`config.mk`:
```
export PLATFORM = sky130hd
export DESIGN_NAME = cnn_layer_sequencer
export DESIGN_NICKNAME = d
export VERILOG_FILES = /design/src/rtl/cnn_layer_sequencer.sv
export SDC_FILE = /design/constraint.sdc
export NUM_CORES = 1
export LEC_CHECK = 0
export ABC_CLOCK_PERIOD_IN_PS = 7150
export CAP_MARGIN = 20
export CORE_UTILIZATION = 30
export DETAILED_ROUTE_END_ITERATION = 10
export SLEW_MARGIN = 20
export SYNTH_ARGS = -nofsm -noshare
export SYNTH_HDL_FRONTEND = slang
export SYNTH_SLANG_ARGS = --single-unit
```
`constraint.sdc`:
```
create_clock -name clk -period 7.15 [get_ports clk]
set_clock_uncertainty 0.15 [all_clocks]
set_input_delay 1.0725 -clock clk [delete_from_list [all_inputs] [get_ports clk]]
set_output_delay 1.0725 -clock clk [all_outputs]
set_load 0.005 [all_outputs]
```
`src/rtl/cnn_layer_sequencer.sv`:
```
// cnn_layer_sequencer: launches a chain of layer engines one at a time, then
// streams NUM_CLASSES signed scores and reports the argmax, cycle count and status.
// Latency: one LAUNCH cycle per layer, then the engine's done delay; one beat per
// ARGMAX cycle; FINISH/ERROR the cycle after the deciding event.
// Backpressure: score_ready is high only in ARGMAX, so beats offered elsewhere stall.
// Ports: clk/reset_n (async, active low); start (level) / abort; layer_start /
// layer_done per layer; score_valid/score_data/score_last/score_ready stream;
// busy/done/error/error_code status; predicted_class/max_score/cycle_count results.
module cnn_layer_sequencer #(
  parameter int NUM_LAYERS     = 6,
  parameter int NUM_CLASSES    = 10,
  parameter int SCORE_W        = 32,
  parameter int TIMEOUT_CYCLES = 65535,
  parameter int CYC_W          = 32
) (
  input  logic                      clk,
  input  logic                      reset_n,
  input  logic                      start,
  input  logic                      abort,
  output logic [NUM_LAYERS-1:0]     layer_start,
  input  logic [NUM_LAYERS-1:0]     layer_done,
  input  logic                      score_valid,
  input  logic signed [SCORE_W-1:0] score_data,
  input  logic                      score_last,
  output logic                      score_ready,
  output logic                      busy,
  output logic                      done,
  output logic                      error,
  output logic [1:0]                error_code,
  output logic [((NUM_CLASSES > 2) ? $clog2(NUM_CLASSES) : 1)-1:0] predicted_class,
  output logic signed [SCORE_W-1:0] max_score,
  output logic [CYC_W-1:0]          cycle_count
);

  localparam int IDX_W = (NUM_LAYERS > 1) ? $clog2(NUM_LAYERS) : 1;
  localparam int CLS_W = (NUM_CLASSES > 2) ? $clog2(NUM_CLASSES) : 1;
  localparam logic [IDX_W-1:0] LAST_IDX = IDX_W'(NUM_LAYERS - 1);
  localparam logic [CLS_W-1:0] LAST_CLS = CLS_W'(NUM_CLASSES - 1);
  localparam bit               WD_EN    = (TIMEOUT_CYCLES > 0);
  localparam logic [31:0]      WD_LIM   = (TIMEOUT_CYCLES > 0) ? 32'(TIMEOUT_CYCLES - 1) : 32'd0;

  typedef enum logic [2:0] {
    S_IDLE, S_LAUNCH, S_WAIT, S_ARGMAX, S_FINISH, S_ERROR
  } state_t;

  state_t                    r_state, w_next;
  logic [IDX_W-1:0]          r_idx;
  logic [CLS_W-1:0]          r_beat;
  logic [31:0]               r_wdog;
  logic                      r_armed;
  logic [1:0]                r_err_code;
  logic [CLS_W-1:0]          r_pred;
  logic signed [SCORE_W-1:0] r_max;
  logic [CYC_W-1:0]          r_cyc;

  logic       w_timeout, w_last_beat, w_better;
  logic       w_run_clr, w_idx_inc, w_wd_clr, w_beat_take, w_err_set;
  logic [1:0] w_err_code;

  // Watchdog fires on the TIMEOUT_CYCLES-th counting cycle without progress.
  assign w_timeout   = WD_EN && (r_wdog == WD_LIM);
  assign w_last_beat = (r_beat == LAST_CLS);
  // Beat 0 always loads; later beats need a strictly larger score so ties keep the lower index.
  assign w_better    = (r_beat == '0) || (score_data > r_max);

  always_ff @(posedge clk or negedge reset_n) begin
    if (!reset_n) r_state <= S_IDLE;
    else          r_state <= w_next;
  end

  always_comb begin
    w_next      = r_state;
    w_run_clr   = 1'b0;
    w_idx_inc   = 1'b0;
    w_wd_clr    = 1'b0;
    w_beat_take = 1'b0;
    w_err_set   = 1'b0;
    w_err_code  = 2'd0;
    layer_start = '0;
    busy        = 1'b0;
    score_ready = 1'b0;
    done        = 1'b0;
    error       = 1'b0;
    case (r_state)
      S_IDLE: begin
        if (start && r_armed) begin
          w_next    = S_LAUNCH;
          w_run_clr = 1'b1;
        end
      end
      S_LAUNCH: begin
        busy        = 1'b1;
        layer_start = NUM_LAYERS'(1) << r_idx;
        w_next      = abort ? S_IDLE : S_WAIT;
      end
      S_WAIT: begin
        busy = 1'b1;
        if (abort) begin
          w_next = S_IDLE;
        end else if (layer_done[r_idx]) begin
          // Completion beats a same-cycle timeout; the next window starts fresh.
          w_wd_clr = 1'b1;
          if (r_idx == LAST_IDX) begin
            w_next = S_ARGMAX;
          end else begin
            w_idx_inc = 1'b1;
            w_next    = S_LAUNCH;
          end
        end else if (w_timeout) begin
          w_next     = S_ERROR;
          w_err_set  = 1'b1;
          w_err_code = 2'd1;
        end
      end
      S_ARGMAX: begin
        busy        = 1'b1;
        score_ready = 1'b1;
        if (abort) begin
          w_next = S_IDLE;
        end else if (score_valid) begin
          w_wd_clr = 1'b1;
          if (score_last != w_last_beat) begin
            w_next     = S_ERROR;
            w_err_set  = 1'b1;
            w_err_code = 2'd3;
          end else begin
            w_beat_take = 1'b1;
            if (w_last_beat) w_next = S_FINISH;
          end
        end else if (w_timeout) begin
          w_next     = S_ERROR;
          w_err_set  = 1'b1;
          w_err_code = 2'd2;
        end
      end
      S_FINISH: begin
        done = 1'b1;
        if (!start) w_next = S_IDLE;
      end
      S_ERROR: begin
        error = 1'b1;
        if (!start) w_next = S_IDLE;
      end
      default: w_next = S_IDLE;
    endcase
  end

  always_ff @(posedge clk or negedge reset_n) begin
    if (!reset_n) begin
      r_idx      <= '0;
      r_beat     <= '0;
      r_wdog     <= '0;
      r_armed    <= 1'b0;
      r_err_code <= '0;
      r_pred     <= '0;
      r_max      <= '0;
      r_cyc      <= '0;
    end else begin
      // A run only launches after start has been seen low, so a start held
      // through reset, abort or a finished run cannot retrigger.
      if (!start)         r_armed <= 1'b1;
      else if (w_run_clr) r_armed <= 1'b0;

      if (w_run_clr)      r_idx <= '0;
      else if (w_idx_inc) r_idx <= r_idx + IDX_W'(1);

      if (r_state != S_ARGMAX) r_beat <= '0;
      else if (w_beat_take)    r_beat <= r_beat + CLS_W'(1);

      if (w_wd_clr || !((r_state == S_WAIT) || (r_state == S_ARGMAX))) r_wdog <= '0;
      else                                                              r_wdog <= r_wdog + 32'd1;

      if (w_run_clr)      r_err_code <= '0;
      else if (w_err_set) r_err_code <= w_err_code;

      if (w_run_clr) begin
        r_pred <= '0;
        r_max  <= '0;
      end else if (w_beat_take && w_better) begin
        r_pred <= r_beat;
        r_max  <= score_data;
      end

      if (w_run_clr)                  r_cyc <= '0;
      else if (busy && (r_cyc != '1)) r_cyc <= r_cyc + CYC_W'(1);
    end
  end

  assign error_code      = r_err_code;
  assign predicted_class = r_pred;
  assign max_score       = r_max;
  assign cycle_count     = r_cyc;

endmodule

```
Word level (Yosys, flattened, before mapping):

Index checks and enable logic that the tools add are counted.

* bits in registers: 113
* bits of input ports: 44
* output and inout bits: 80

* $add $sub $neg: 4
* $lt $le $gt $ge: 2
* eq/ne operators: 15
* shift operators: 1
* multiplexer cells: 64
* reductions and logical operators: 17

Operators by type and width (number)
* 2-to-1 mux 32 bit: 5
* adder 32 x 1 -> 32 bit (second input constant): 2
* 2-to-1 mux 3 bit: 11
* equality test 32 x 16 -> 1 bit (second input constant): 1
* > comparator 32 bit: 1
* inequality test 32 bit (second input constant): 1
* 2-to-1 mux 1 bit: 30
* 2-to-1 mux 2 bit: 8
* 2-to-1 mux 4 bit: 4
* case mux 3 bit (5 select lines): 1
* nonzero test 2 bit: 5
* equality test 3 bit (second input constant): 3
* equality test 3 x 2 -> 1 bit (second input constant): 2
* 2-to-1 mux 6 bit: 1
* left shift 1 x 3 -> 6 bit (first input constant): 1
* inequality test 5 bit (second input constant): 1
* adder 4 x 1 -> 4 bit (second input constant): 1
* equality test 4 bit (second input constant): 1
* logical NOT 4 bit: 1
* less-than comparator 3 x 4 -> 1 bit (second input constant): 1
* inequality test 2 bit (second input constant): 2
* case mux 1 bit (2 select lines): 2
* case mux 2 bit (2 select lines): 1
* adder 3 x 1 -> 3 bit (second input constant): 1
* 12 further kinds: 16

Logic depth before layout (Yosys ltp):

Gate-level depths: netlist of run 1.

* depth in word-level cells: 9
* gate-level depth with buffers: 12
* mapped depth without buffers: 10

Least setup slack after synthesis of run 1:

OpenSTA, ideal clock, no wires.

* path type: input -> register
* start point: input score_data[14]
* end point: register r_max[10] (netlist: max_score[10])
* setup time: 0.120 ns
* arrival: 3.345 ns
* required time: 6.880 ns
* setup slack: 3.535 ns
* stages: 10
* path buffers: 2
* cell sequence: ha_1 nand4_1 or4_4 nor2_4 a21boi_0 mux2_2 or3_1 buf_6 buf_6 a31o_1

* word-level cells in the longest chain between the ends: 4

RTL lines
* start: declaration: RTL line 23 `input logic signed [SCORE_W-1:0] score_data,`
* > comparator 32 bit: RTL line 64 `assign w_better = (r_beat == '0) || (score_data > r_max);`
* logical OR 1 bit: RTL line 64
* logical AND 1 bit: RTL line 179 `end else if (w_beat_take && w_better) begin`
* nonzero test 2 bit (no source line)
* end signal: assignment: RTL line 181 `r_max <= score_data;`
* end: declaration: RTL line 53 `logic signed [SCORE_W-1:0] r_max;`

Every way passes these cells.
A chain may end at the register's enable or synchronous reset.

Worst setup path after layout of run 1:

* start point: input score_data[14]
* end point: register r_max[3] (netlist: max_score[3])

The elaborated chain is that of the path after synthesis.

==> metrics.md, run 1 <==
| Metric | Value |
|---|---|
| Gate Count Post-Synth | `784` |
| Reg-to-Reg End | `max_score[3]$_DFFE_PN0P_` |
| Placement Cell Area | `about 8400 sq um` |
| Hold buffer count at cts | `0` |
| Worst hold path type | `reg -> reg` |
| Reg2Reg Setup Slack | `3.48 ns` |
| Fillers | `2226` |
| Critical path type | `in -> reg` |
| Crit-path cells | `clkdlybuf4s50_1, ha_1, nand4_1, or4_4, nor2_4, a21boi_0, mux2_2, or3_1, buf_4, a31o_2` |
| Post-synth ARST share | `100.0%` |
| Post-synth net total | `872` |
| CTS tree | `built` |
| Nets | `984` |
| Maximum clock path buffer count | `2` |
| Synth cell types | `50` |
| Initial Util | `between 30% and 40%` |
| DP Worst Slack | `2.386 ns` |
| Hold Crit Depth | `1` |
| Final Hold Vio Count | `0` |
| Layout cells sized above 1 | `6.167%` |
| CTS buffer count | `17` |
| Primary FF master, synth | `dfrtp_1` |
| Relative slew slack | `between 20% and 30%` |
| Grt met2 use | `around a quarter` |
| Grt ovf | `0` |
| Number of flops mapped to enable cells by yosys | `0` |
| Maximum VDD drop | `0.1313 mV` |
| First-pass DRT Iterations | `5` |
| Final Cell Area | `9057 sq um` |
| Initial antenna violation count | `0` |
| FMAX | `230.6 MHz` |
| Period utilization | `60.66%` |
| Clk_lat worst skew | `0.41 ns` |
| CTS sink count | `113` |
| Remaining DRCs | `0` |
| Pwr dens | `~250 nW/um^2` |
| Vias in the first global route | `roughly 6000` |
| Iteration-0 DRC Markers | `about 340` |
| Setup TNS Final | `0 ns` |
| Via count | `roughly 6100` |
| Routed vias/inst | `between 5 and 6` |
| Die area | `23720 sq um` |
| Syn Area/Cell | `8.841 sq um` |
| Hold Path Sink | `r_wdog[0]$_DFF_PN0_` |
| CTS H-tree lvls | `4` |
| HPWL after detailed placement | `12430 um` |
| Width of the chip | `154.0 um` |
| Min-delay src | `r_wdog[0]$_DFF_PN0_` |
| Avg WL per Cell | `15.36 um` |
| Global route hottest layer | `met2` |
| Area grow syn2layout | `30.67%` |
| First-pass GRT wire length | `30880 um` |
| Reg2Reg Depth | `10` |
| WP data arrival | `4.49 ns` |
| Yosys warns | `0` |
| Routed Antenna Nets | `0` |
| Root cell of the clock tree | `clkbuf_16` |
| Setup violators final | `0` |
| Mapped Area | `6932 sq um` |
| Synth Register Bits | `113` |
| Largest net degree at the start of global routing | `62` |
| CP max FO | `38` |
| Gates resized, CTS repair | `0` |
| Final setup margin | `2.813 ns` |
| GRT Overall Usage | `16.26%` |
| Required @ worst endpoint | `7.30 ns` |
| Tmin final | `4.337 ns` |
| RSZ-0062 raised after global routing | `no` |
| Die Ht | `154.0 um` |
| I/O Buffers | `123` |
| Num rows | `55` |
| Sequential-to-total area share from yosys stat | `between 40% and 50%` |
| Met1 usage | `20.85%` |
| Worst slew pin tran | `around 1.1 ns` |
| Antenna cells | `0` |
| Max-Cap Viols | `0` |
| Worst r2r src | `max_score[14]$_DFFE_PN0P_` |
| Post-CTS setup buffer count | `0` |
| Final-report max-slew violation count | `0` |
| Num ports | `between 100 and 150` |
| Clk slew on worst S/H paths | `around 0.050 ns` |
| Crit-path max cell delay | `~0.59 ns` |
| GRT met3 Usage | `around 4.3%` |
| Slowest cell on the critical path | `or4_4` |
| Leak | `3.556 nW` |
| CP Capture Type | `flip-flop` |
| Outcome | `finished, final reports clean` |
| Startpoint Class | `primary input` |
| RD Place Congestion | `0.7864` |
| Final WL | `18330 um` |
| Placeable Area | `22640 sq um` |
## synth_stat cells (all sizes together), types with 4 or more instances
cell type,instances,area [sq um]
and2,9,56.30
inv,53,198.9
and3,12,75.07
nand4,21,131.4
o211ai,8,60.06
clkbuf,29,108.9
dfrtp,113,2828
nor4,5,31.28
nand2,78,292.8
mux2,4,45.04
xnor2,25,219.0
buf,9,68.81
ha,44,550.5
nand3,71,355.3
nor2,85,326.6
or3,12,75.07
o31ai,34,255.2
xor2,26,227.7
nor3,15,75.07
a21oi,22,110.1
nor2b,4,25.02
and4,7,61.31
a31o,34,297.8
o21ai,25,125.1
## sequential cells by signal (all words and copies together) (netlist names)
signal / flops
r_armed: 1
predicted_class: 4
r_wdog: 32
cycle_count: 32
r_state: 3
error_code: 2
r_beat: 4
max_score: 32
r_idx: 3
## worst max-delay path: cells and delay by family
kind / cells / cell delay (ns)
AOI/OAI and AO/OA: 2 / 0.37
adders and majority gates: 1 / 0.33
buffers and inverters: 2 / 0.70
muxes: 1 / 0.57
and+or+nand+nor: 4 / 1.41
## power by group
group          switching, mW  total (mW)  internal, mW
combinational          0.297       0.564         0.267
clock                  0.303       0.911         0.608
sequential            0.0832       0.781         0.697
## kinds of logic after synthesis
family,after synthesis,synth area share (%)
adders and majority gates,44,7.942
xor gates and xnor gates,51,6.444
muxes,8,1.408
buffers and inverters,91,5.433
AOI/OAI and AO/OA,146,14.95
and+or+nand+nor,331,23.03
DFF,113,40.79
## stage by stage
stage               cells  util [%]  hold WS [ns]  total power [mW]
global route         1193     40.01        0.4013             2.394
CTS                  1192     39.92        0.3680             2.278
floorplan             784         -        0.3239             1.098
global placement     1161     37.14        0.3396             1.345
finish               1193     40.01        0.3613             2.255
detailed placement   1161     37.14        0.3601             1.354
## placed cells by master, fill, tap and decap left out, drive strengths merged, types with 25 or more instances in the layout
master,count
ha,44
nor2,85
xor2,26
nand2,78
xnor2,25
clkdlybuf4s50,122
dfrtp,113
inv,53
o31ai,34
o21ai,25
a31o,34
nand3,71
## cell type report
class	count	area [sq um]	area share [%]
Clock buffer	22	474.2	5.236
Sequential cell	113	2828	31.22
Tap cell	285	356.6	3.937
Multi-Input combinational cell	580	3744	41.33
Timing Repair Buffer	131	1301	14.37
Clock inverter	9	155.1	1.713
Inverter	53	198.9	2.196
## per-layer routing
metal	wire, um	vias up
li1	-	2997
met1	8467	2964
met2	8827	115
met3	718	22
met4	312	0
met5	0	-
## worst max-delay path by stage
stage / from / to / slack (ns) / depth (start not counted)
final: score_data[14] / max_score[3]$_DFFE_PN0P_ / 2.81 / 10
after global routing: score_data[14] / max_score[0]$_DFFE_PN0P_ / 2.63 / 10
after CTS: score_data[14] / max_score[0]$_DFFE_PN0P_ / 2.82 / 10
after detailed placement: score_data[14] / max_score[0]$_DFFE_PN0P_ / 2.39 / 10
after global placement: score_data[14] / max_score[3]$_DFFE_PN0P_ / 2.42 / 10
after floorplan: score_data[14] / max_score[10]$_DFFE_PN0P_ / 3.53 / 10
Power figures use the tool's default switching activity.
==> run 2: changes to the inputs <==
--- a/config.mk
+++ b/config.mk
@@ -5,7 +5,7 @@
 export SDC_FILE = /design/constraint.sdc
 export NUM_CORES = 1
 export LEC_CHECK = 0
-export ABC_CLOCK_PERIOD_IN_PS = 7150
+export ABC_CLOCK_PERIOD_IN_PS = 4400
 export CAP_MARGIN = 20
 export CORE_UTILIZATION = 30
 export DETAILED_ROUTE_END_ITERATION = 10
==> constraint.sdc (replaced) <==
create_clock -name clk -period 4.4 [get_ports clk]
set_clock_uncertainty 0.15 [all_clocks]
set_input_delay 0.66 -clock clk [delete_from_list [all_inputs] [get_ports clk]]
set_output_delay 0.66 -clock clk [all_outputs]
set_load 0.005 [all_outputs]
==> run 2 against run 1 <==
Effect of this change:
- worst setup slack got worse by 1.9 ns
- sequential share of layout area fell by 0.13 points
- global-route usage fell by 0.24 points
- power rose by 62%
- final area rose by 0.43%
- hold slack got worse by 0.11 ns
- first-iteration DRC count fell by 11%
- flip-flop and latch count did not move
- final cell count rose by 0.50%
- combinational power rose by 63%
- register-to-register slack got worse by 2.4 ns
- largest cell class unchanged
==> metrics.md, run 2 (synthesized netlist as in run 1, its figures left out) <==
| Metric | Value |
|---|---|
| Worst slew pin tran | `1.066 ns (-0.03472 ns)` |
| Required @ worst endpoint | `4.61 ns (-2.69 ns)` |
| Die Ht | `154.0 um (unchanged)` |
| Antenna cells | `0 (unchanged)` |
| Width of the chip | `154.0 um (unchanged)` |
| Period utilization | `about four fifths` |
| Layout cells sized above 1 | `6.783% (+0.62 points)` |
| Remaining DRCs | `0 (unchanged)` |
| WP data arrival | `3.73 ns (-0.76 ns)` |
| Iteration-0 DRC Markers | `306 (-11%)` |
| RSZ-0062 raised after global routing | `no` |
| Crit-path cells | `clkdlybuf4s50_1, ha_1, nand4_1, or4_4, a21o_1, o211a_1, nor4b_2, or3_1, buf_4, a31o_2` |
| Num rows | `55 (unchanged)` |
| Finished Layout Cells | `1199 (+0.50%)` |
| Routed vias/inst | `5.155 (+0.85%)` |
| Gates resized, CTS repair | `0 (unchanged)` |
| CTS sink count | `113 (unchanged)` |
| Final Hold Vio Count | `0 (unchanged)` |
| Avg WL per Cell | `15.44 um (+0.53%)` |
| Routed Antenna Nets | `0 (unchanged)` |
| RD Place Congestion | `0.7918 (+0.69%)` |
| Die area | `23720 sq um (unchanged)` |
| Worst hold path type | `in -> async` |
| Grt ovf | `0 (unchanged)` |
| Final-report max-slew violation count | `0 (unchanged)` |
| Hold buffer count at cts | `0 (unchanged)` |
| GRT Overall Usage | `16.03% (-0.24 points)` |
| Area grow syn2layout | `31.23%` |
| CP Buf/Inv Count | `2 (unchanged)` |
| Nets | `989 (+0.51%)` |
| Post-CTS setup buffer count | `0 (unchanged)` |
| CP Capture Type | `flip-flop` |
| Initial antenna violation count | `0 (unchanged)` |
| First-pass GRT wire length | `30430 um (-1.5%)` |
| Maximum clock path buffer count | `2 (unchanged)` |
| Initial Util | `30.62% (unchanged)` |
| Setup TNS Final | `0 ns (unchanged)` |
| Final WL | `18510 um (+1.0%)` |
| Clk slew on worst S/H paths | `0.06 ns (about the same)` |
| Vias in the first global route | `5929 (-2.1%)` |
| Slowest cell on the critical path | `or4_4` |
| Placeable Area | `22640 sq um (unchanged)` |
| Dpl cells | `1167 (+0.52%)` |
| Leak | `3.594 nW (+1.1%)` |
| CP max FO | `25 (-34%)` |
| Num ports | `124 (unchanged)` |
| Startpoint Class | `primary input` |
| Via count | `6181 (+1.4%)` |
| CTS buffer count | `17 (unchanged)` |
| HPWL after detailed placement | `12680 um (+2.0%)` |
| Maximum VDD drop | `0.2649 mV (+100%)` |
| Relative slew slack | `28.42% (+2.3 points)` |
| Crit-path max cell delay | `0.58 ns (about the same)` |
| Critical path type | `in -> reg` |
| Outcome | `finished, final reports clean` |
| Commonest cells after routing, fill and taps aside | `clkdlybuf4s50_1 (122), dfrtp_1 (113), nor2_1 (83)` |
| CTS H-tree lvls | `4 (unchanged)` |
| Root cell of the clock tree | `clkbuf_16` |
| I/O Buffers | `123 (unchanged)` |
| First-pass DRT Iterations | `5 (unchanged)` |
| Largest net degree at the start of global routing | `70 (+13%)` |
| CP top delay family | `simple AND/OR/NAND/NOR gates` |
| Clk_lat worst skew | `0.41 ns (about the same)` |
| CTS tree | `built` |
| Tmin final | `3.529 ns` |
| Max-Cap Viols | `0 (unchanged)` |
| Setup violators final | `0 (unchanged)` |
| FMAX | `between 200 and 300 MHz` |
| Tot Pwr | `3.663 mW (+62%)` |
| Commonest non-fill, non-tap cell in the layout | `clkdlybuf4s50_1` |
| Pwr dens | `402.7 nW/um^2 (+62%)` |
[run 2: cell types whose count changed in the layout (fill, tap and decap cells not counted), sizes merged]
cell and delta:
clkinv +4, buf +5, clkinvlp -3
[run 2: worst reg2reg max path: cells and delay by family (launching register included)]
| kind | cells | cell delay [ns] |
|---|---|---|
| flops | 1 | 0.40 |
| compound gates | 3 | 0.58 |
| buf+inv | 2 | 0.37 |
| fa+ha+maj | 1 | 0.31 |
| simple gates | 4 | 1.41 |
[run 2: final cells by class]
| type | count | area (sq um) |
|---|---|---|
| Clock inverter | 10 | 156.4 |
| Sequential cell | 113 | 2828 |
| Fill cell | 2190 | 13540 |
| Inverter | 53 | 198.9 |
| Timing Repair Buffer | 136 | 1339 |
| Multi-Input combinational cell | 580 | 3744 |
| Tap cell | 285 | 356.6 |
| Clock buffer | 22 | 474.2 |
[run 2: power breakdown]
part	internal, mW	total [mW]	switching (mW)
sequential	1.13	1.27	0.134
clock	0.989	1.47	0.484
combinational	0.435	0.922	0.487
total	2.56	3.66	1.11
[run 2: per-layer routing]
layer	vias up	track usage, %	wire length [um]
met5	-	0	0
met4	0	6.381	342
met3	22	3.664	757
met1	3028	20.19	8527
met2	117	26.47	8887
li1	3014	-	-
[run 2: final timing paths]
kind / startpoint / depth (start not counted) / slack (ns) / endpoint
min in group clk: r_wdog[0]$_DFF_PN0_ / 1 / 0.36 / r_wdog[0]$_DFF_PN0_
min reg2reg: r_wdog[0]$_DFF_PN0_ / 1 / 0.36 / r_wdog[0]$_DFF_PN0_
max in group asynchronous: reset_n / 2 / 3.07 / r_wdog[20]$_DFF_PN0_
min: reset_n / 1 / 0.25 / max_score[14]$_DFFE_PN0P_
max reg2reg: max_score[14]$_DFFE_PN0P_ / 10 / 1.12 / max_score[1]$_DFFE_PN0P_
max: score_data[14] / 10 / 0.87 / max_score[1]$_DFFE_PN0P_
[run 2: through the flow]
step | hold slack, ns | instance area [sq um] | worst slack, ns | util, %
floorplan | 0.2144 | 6932 | 1.197 | -
global placement | 0.3384 | 8466 | 0.4965 | 37.39
detailed placement | 0.3542 | 8466 | 0.4635 | 37.39
CTS | 0.2770 | 9096 | 0.8965 | 40.18
global route | 0.3213 | 9096 | 0.7504 | 40.18
finish | 0.2504 | 9096 | 0.8712 | 40.18
==> patch 1 (flow settings as in run 2) <==
Re-encode `state_t` (6 states) as one-hot, 6 bits wide.
--- a/src/rtl/cnn_layer_sequencer.sv
+++ b/src/rtl/cnn_layer_sequencer.sv
@@ -40,6 +40,6 @@
   localparam logic [31:0]      WD_LIM   = (TIMEOUT_CYCLES > 0) ? 32'(TIMEOUT_CYCLES - 1) : 32'd0;
 
-  typedef enum logic [2:0] {
-    S_IDLE, S_LAUNCH, S_WAIT, S_ARGMAX, S_FINISH, S_ERROR
+  typedef enum logic [5:0] {
+    S_IDLE = 6'b000001, S_LAUNCH = 6'b000010, S_WAIT = 6'b000100, S_ARGMAX = 6'b001000, S_FINISH = 6'b010000, S_ERROR = 6'b100000
   } state_t;
 
Formal check against the unedited RTL: same outputs for any inputs over 10 cycles, from zero or initial values and one cycle with reset_n low; not proved beyond that.
==> patch 1 against run 2 <==
Area after synthesis decreased by 7.8%. Worst setup slack improved by 25 ps. Via count fell by 16%. Design area decreased by 6.5%. Wire length fell by 16%. Final cell count down 10%. Non-clock buffer count shrank 7. Global-route usage is 1.1 points lower. Sequential cell count rose by 3. Critical path type unchanged.
Power is not compared: it rests on default switching activity, and its combinational part moved more than twofold at a synthesized area within 25%.
==> patch 1: results (changes against run 2) <==
Synth
  – Ys async rst share: 100% (unchanged)
  – Count of cell types in the netlist: 54 (+8.0%)
  – Top cells by area, synth: dfrtp_1 45%, ha_1 8.6%, nor2_1 5.5%, a22o_1 4.8%, xor2_1 4.1%
  – Register area share after synthesis: 45.4% (+4.6 points)
  – Most instantiated cells after synthesis: 115 x dfrtp_1, 94 x nor2_1, 47 x inv_1
  – Syn Inst Count: 660 (-16%)
  – Syn nets: 748 (-14%)

Layout
  – Clkbuf count: 19 (-14%)
  – Fraction of area in multi-input gates: 37.6% (-3.5 points)
  – Ratio of cells with drive above 1 in the final layout: 6.25% (-0.53 points)
  – Buffering overhead: 15.1% (+0.40 points)
  – Nets@finish: 876 (-11%)
  – Number of non-clock inverters: 49 (-7.5%)
  – Sequential Area: 2900 µm² (+2.7%)
  – N_diodes: 1 (+1)
  – FILL cells: 2089 (-4.6%)
  – Non-clk bufs: 129 (-5.1%)
  – Sequential cell area share: 34.1% (+3.1 points)
  – Finished Layout Cells: 1076 (-10%)
  – Multi-input comb cells: 475 (-18%)
  – Seq cells: 116 (+2.7%)
  – Clock-cell share of area: 6.87% (-0.063 points)

GRT
  – First-pass GRT wire length: 25.9 mm (-15%)
  – Largest net degree at the start of global routing: 74 (+5.7%)
  – Number of global-route vias before repair: 5137 (-13%)
  – Antenna violations before repair: 1 (+1)
  – GRT Util Overall: 14.9% (-1.1 points)

Place
  – Post-DP HPWL: 11.2 mm (-11%)
  – Dpl cells: 1044 (-11%)
  – Gpl congestion: 0.775 (-2.1%)
  – Dpl cell area: 7920 µm² (-6.5%)
  – Pre-CTS setup slack: 454 ps (-9.32 ps)

Routing
  – DRT Pass-1 Iters: 4 (-1)
  – Wire per inst: 14.5 µm (-6.1%)
  – Iter 0 DRT Violations: 249 (-19%)
  – Vias per cell: 4.82 (-6.4%)

Worst setup path
  – CP arrival: 3700 ps (-30 ps)
  – Max FO, Critical Path: 18 (-28%)
  – Critical Path Max Stage Delay: 600 ps (+20 ps)
  – Worst path slowest cell: nor2_2

Clock tree
  – Post-CTS setup buffer count: 0 (unchanged)
  – CTS H-tree lvls: 4 (unchanged)

STA
  – Slew HR: 49.4% (+21 points)

Power and ir drop
  – Power Sequential: 1140 µW

Outcome
  – Status: finished clean
==> patch 1: per-layer routing <==
layer	wire length [µm]	vias to the layer above	track usage [%]
met5	0	-	0
met4	172	0	4.18
met3	662	16	4.48
met2	7340	89	23.5
met1	7440	2501	19.6
li1	-	2585	-
==> patch 1: path summary, 6_finish.rpt <==
path / cells after the start / endpoint / from / slack (ps)
setup / recovery: 9 / max_score[3] / score_data[31] / 900
hold / removal: 1 / max_score[22] / reset_n / 100
setup reg to reg: 9 / max_score[3] / max_score[31] / 1200
hold reg to reg: 1 / predicted_class[2] / predicted_class[2] / 350
max in group asynchronous: 2 / r_state[0] / reset_n / 3160
min in group clk: 1 / predicted_class[2] / predicted_class[2] / 350
==> patch 1: cell families after synthesis <==
kind of cell	after synthesis	share of synthesized area, %
and+or+nand+nor	261	20.6
DFF	116	45.4
AOI/OAI and AO/OA	106	11.6
buffers and inverters	69	4.66
xor gates and xnor gates	59	8.09
adders and majority gates	44	8.61
muxes	5	0.998
==> patch 2 (flow settings as in run 2) <==
Made on the original files. Change the parameter `NUM_CLASSES` from 10 to 11.
--- a/src/rtl/cnn_layer_sequencer.sv
+++ b/src/rtl/cnn_layer_sequencer.sv
@@ -9,5 +9,5 @@
 module cnn_layer_sequencer #(
   parameter int NUM_LAYERS     = 6,
-  parameter int NUM_CLASSES    = 10,
+  parameter int NUM_CLASSES    = 11,
   parameter int SCORE_W        = 32,
   parameter int TIMEOUT_CYCLES = 65535,
Function: same outputs for any inputs over 10 cycles, from zero or initial values and one cycle with reset_n low; that may be too few to reach the edited logic, so the function may still have changed.
==> patch 2 against run 2 <==
Wire length decreased by 1.5%. Area after synthesis decreased by 0.40%. Maximum frequency increased by 1.8%. Sequential cell count unchanged. Design area decreased by 0.36%. Register-to-register slack improved by 60 ps. Total power increased by 0.16%. Worst setup slack improved by 62 ps. First-iteration DRC count decreased by 9.5%.
==> patch 2: results (changes against run 2) <==
Synth
  – Top cells by area, synth: dfrtp_1 41%, ha_1 8.0%, nor2_1 5.2%, nand3_1 4.9%, xor2_1 4.6%
  – Multiplexer share of the synthesized area: 1.56% (+0.15 points)
  – XOR/XNOR Fraction of Synth Area: 7.23% (+0.79 points)
  – Register area share after synthesis: 41.0% (+0.16 points)
  – Most instantiated cells after synthesis: 113 x dfrtp_1, 96 x nor2_1, 78 x nand2_1
  – Syn nets: 867 (-0.57%)
  – Syn Inst Count: 779 (-0.64%)

Place
  – Gpl congestion: 0.807 (+1.9%)
  – Post-DP HPWL: 12.5 mm (-1.4%)
  – Dpl cells: 1160 (-0.60%)
  – Pre-CTS setup slack: 530 ps (+66.4 ps)

Clock tree
  – CTS H-tree lvls: 4 (unchanged)
  – CTS max path bufs: 2 (unchanged)
  – Post-CTS setup buffer count: 0 (unchanged)

Worst setup path
  – CP arrival: 3620 ps (-110 ps)
  – Worst Reg-to-Reg Cells: 10 (unchanged)
  – Register-to-register setup slack: 1180 ps (+60 ps)
  – Delay-heaviest family, CP: simple AND/OR/NAND/NOR gates
  – Critical R2R Capture: max_score[3]
  – Max FO, Critical Path: 24 (-4.0%)

GRT
  – First-pass GRT wire length: 30.6 mm (+0.54%)
  – GRT Util Overall: 16.2% (+0.19 points)
  – Largest net degree at the start of global routing: 69 (-1.4%)

Power and ir drop
  – Sw power: 1140 µW (+2.7%)
  – Peak VDD IR: 0.170 mV (-36%)
  – Static Leak: 0.00365 µW (+1.6%)

Routing
  – Iter 0 DRT Violations: 277 (-9.5%)
  – Wire per inst: 15.3 µm (-0.88%)
  – Vias: 6013 (-2.7%)
  – Post-Route WL: 18.2 mm (-1.5%)

Layout
  – Ratio of cells with drive above 1 in the final layout: 7.06% (+0.27 points)
  – N_diodes: 0 (unchanged)
  – Nets@finish: 982 (-0.71%)
  – FILL cells: 2256 (+3.0%)

STA
  – Worst hold margin: 116 ps (-134 ps)

Outcome
  – Status: finished clean
-- patch 2: changes by cell type after synthesis, moves of 3 or more --
cell	change
or3_1	-4
xnor2_1	-4
clkbuf_1	+3
xor2_1	+10
a21oi_1	-5
nand3_1	-4
nor3_1	-7
nor2_1	+12
and4_1	-3
and3_1	+5
inv_1	-3
o21ai_0	-7
-- patch 2: worst max-delay path by stage --
stage / start / endpoint / slack, ps / cells after the start
global route: score_data[14] / max_score[3] / 800 / 10
CTS: score_data[14] / max_score[1] / 950 / 10
detailed placement: score_data[14] / max_score[3] / 530 / 10
global placement: score_data[14] / max_score[3] / 570 / 10
floorplan: score_data[14] / max_score[4] / 1200 / 10
finish: score_data[15] / max_score[3] / 930 / 10
-- patch 2: area by class of cell --
type / instances / share of cell area, %
multi-input combinational: 575 / 41.0
sequential: 113 / 31.2
timing repair buffer: 137 / 14.9
clock buffer: 19 / 4.89
tap: 285 / 3.93
inverter: 50 / 2.07
clock inverter: 13 / 2.06
-- patch 2: power by group through the flow --
| stage | Sequential, µW | Clock (µW) | Combinational [µW] |
|---|---|---|---|
| floorplan | 1240 | 0 | 558 |
| finish | 1260 | 1470 | 935 |
| CTS | 1260 | 1510 | 951 |
| global placement | 1280 | 0 | 937 |
| detailed placement | 1280 | 0 | 945 |
| global route | 1280 | 1550 | 1050 |
-- patch 2: routing by layer --
metal | GRT usage, % | wire (µm)
met5 | 0 | 0
met4 | 6.43 | 362
met3 | 3.55 | 831
met2 | 26.3 | 8560
met1 | 21.0 | 8500
-- patch 2: per-stage QoR --
stage          util, %  area, µm²
3_3_place_gp      37.4       8430
3_5_place_dp      37.4       8430
5_1_grt           40.2       9060
4_1_cts           40.2       9060
2_1_floorplan        -       6900
6_report          40.2       9060
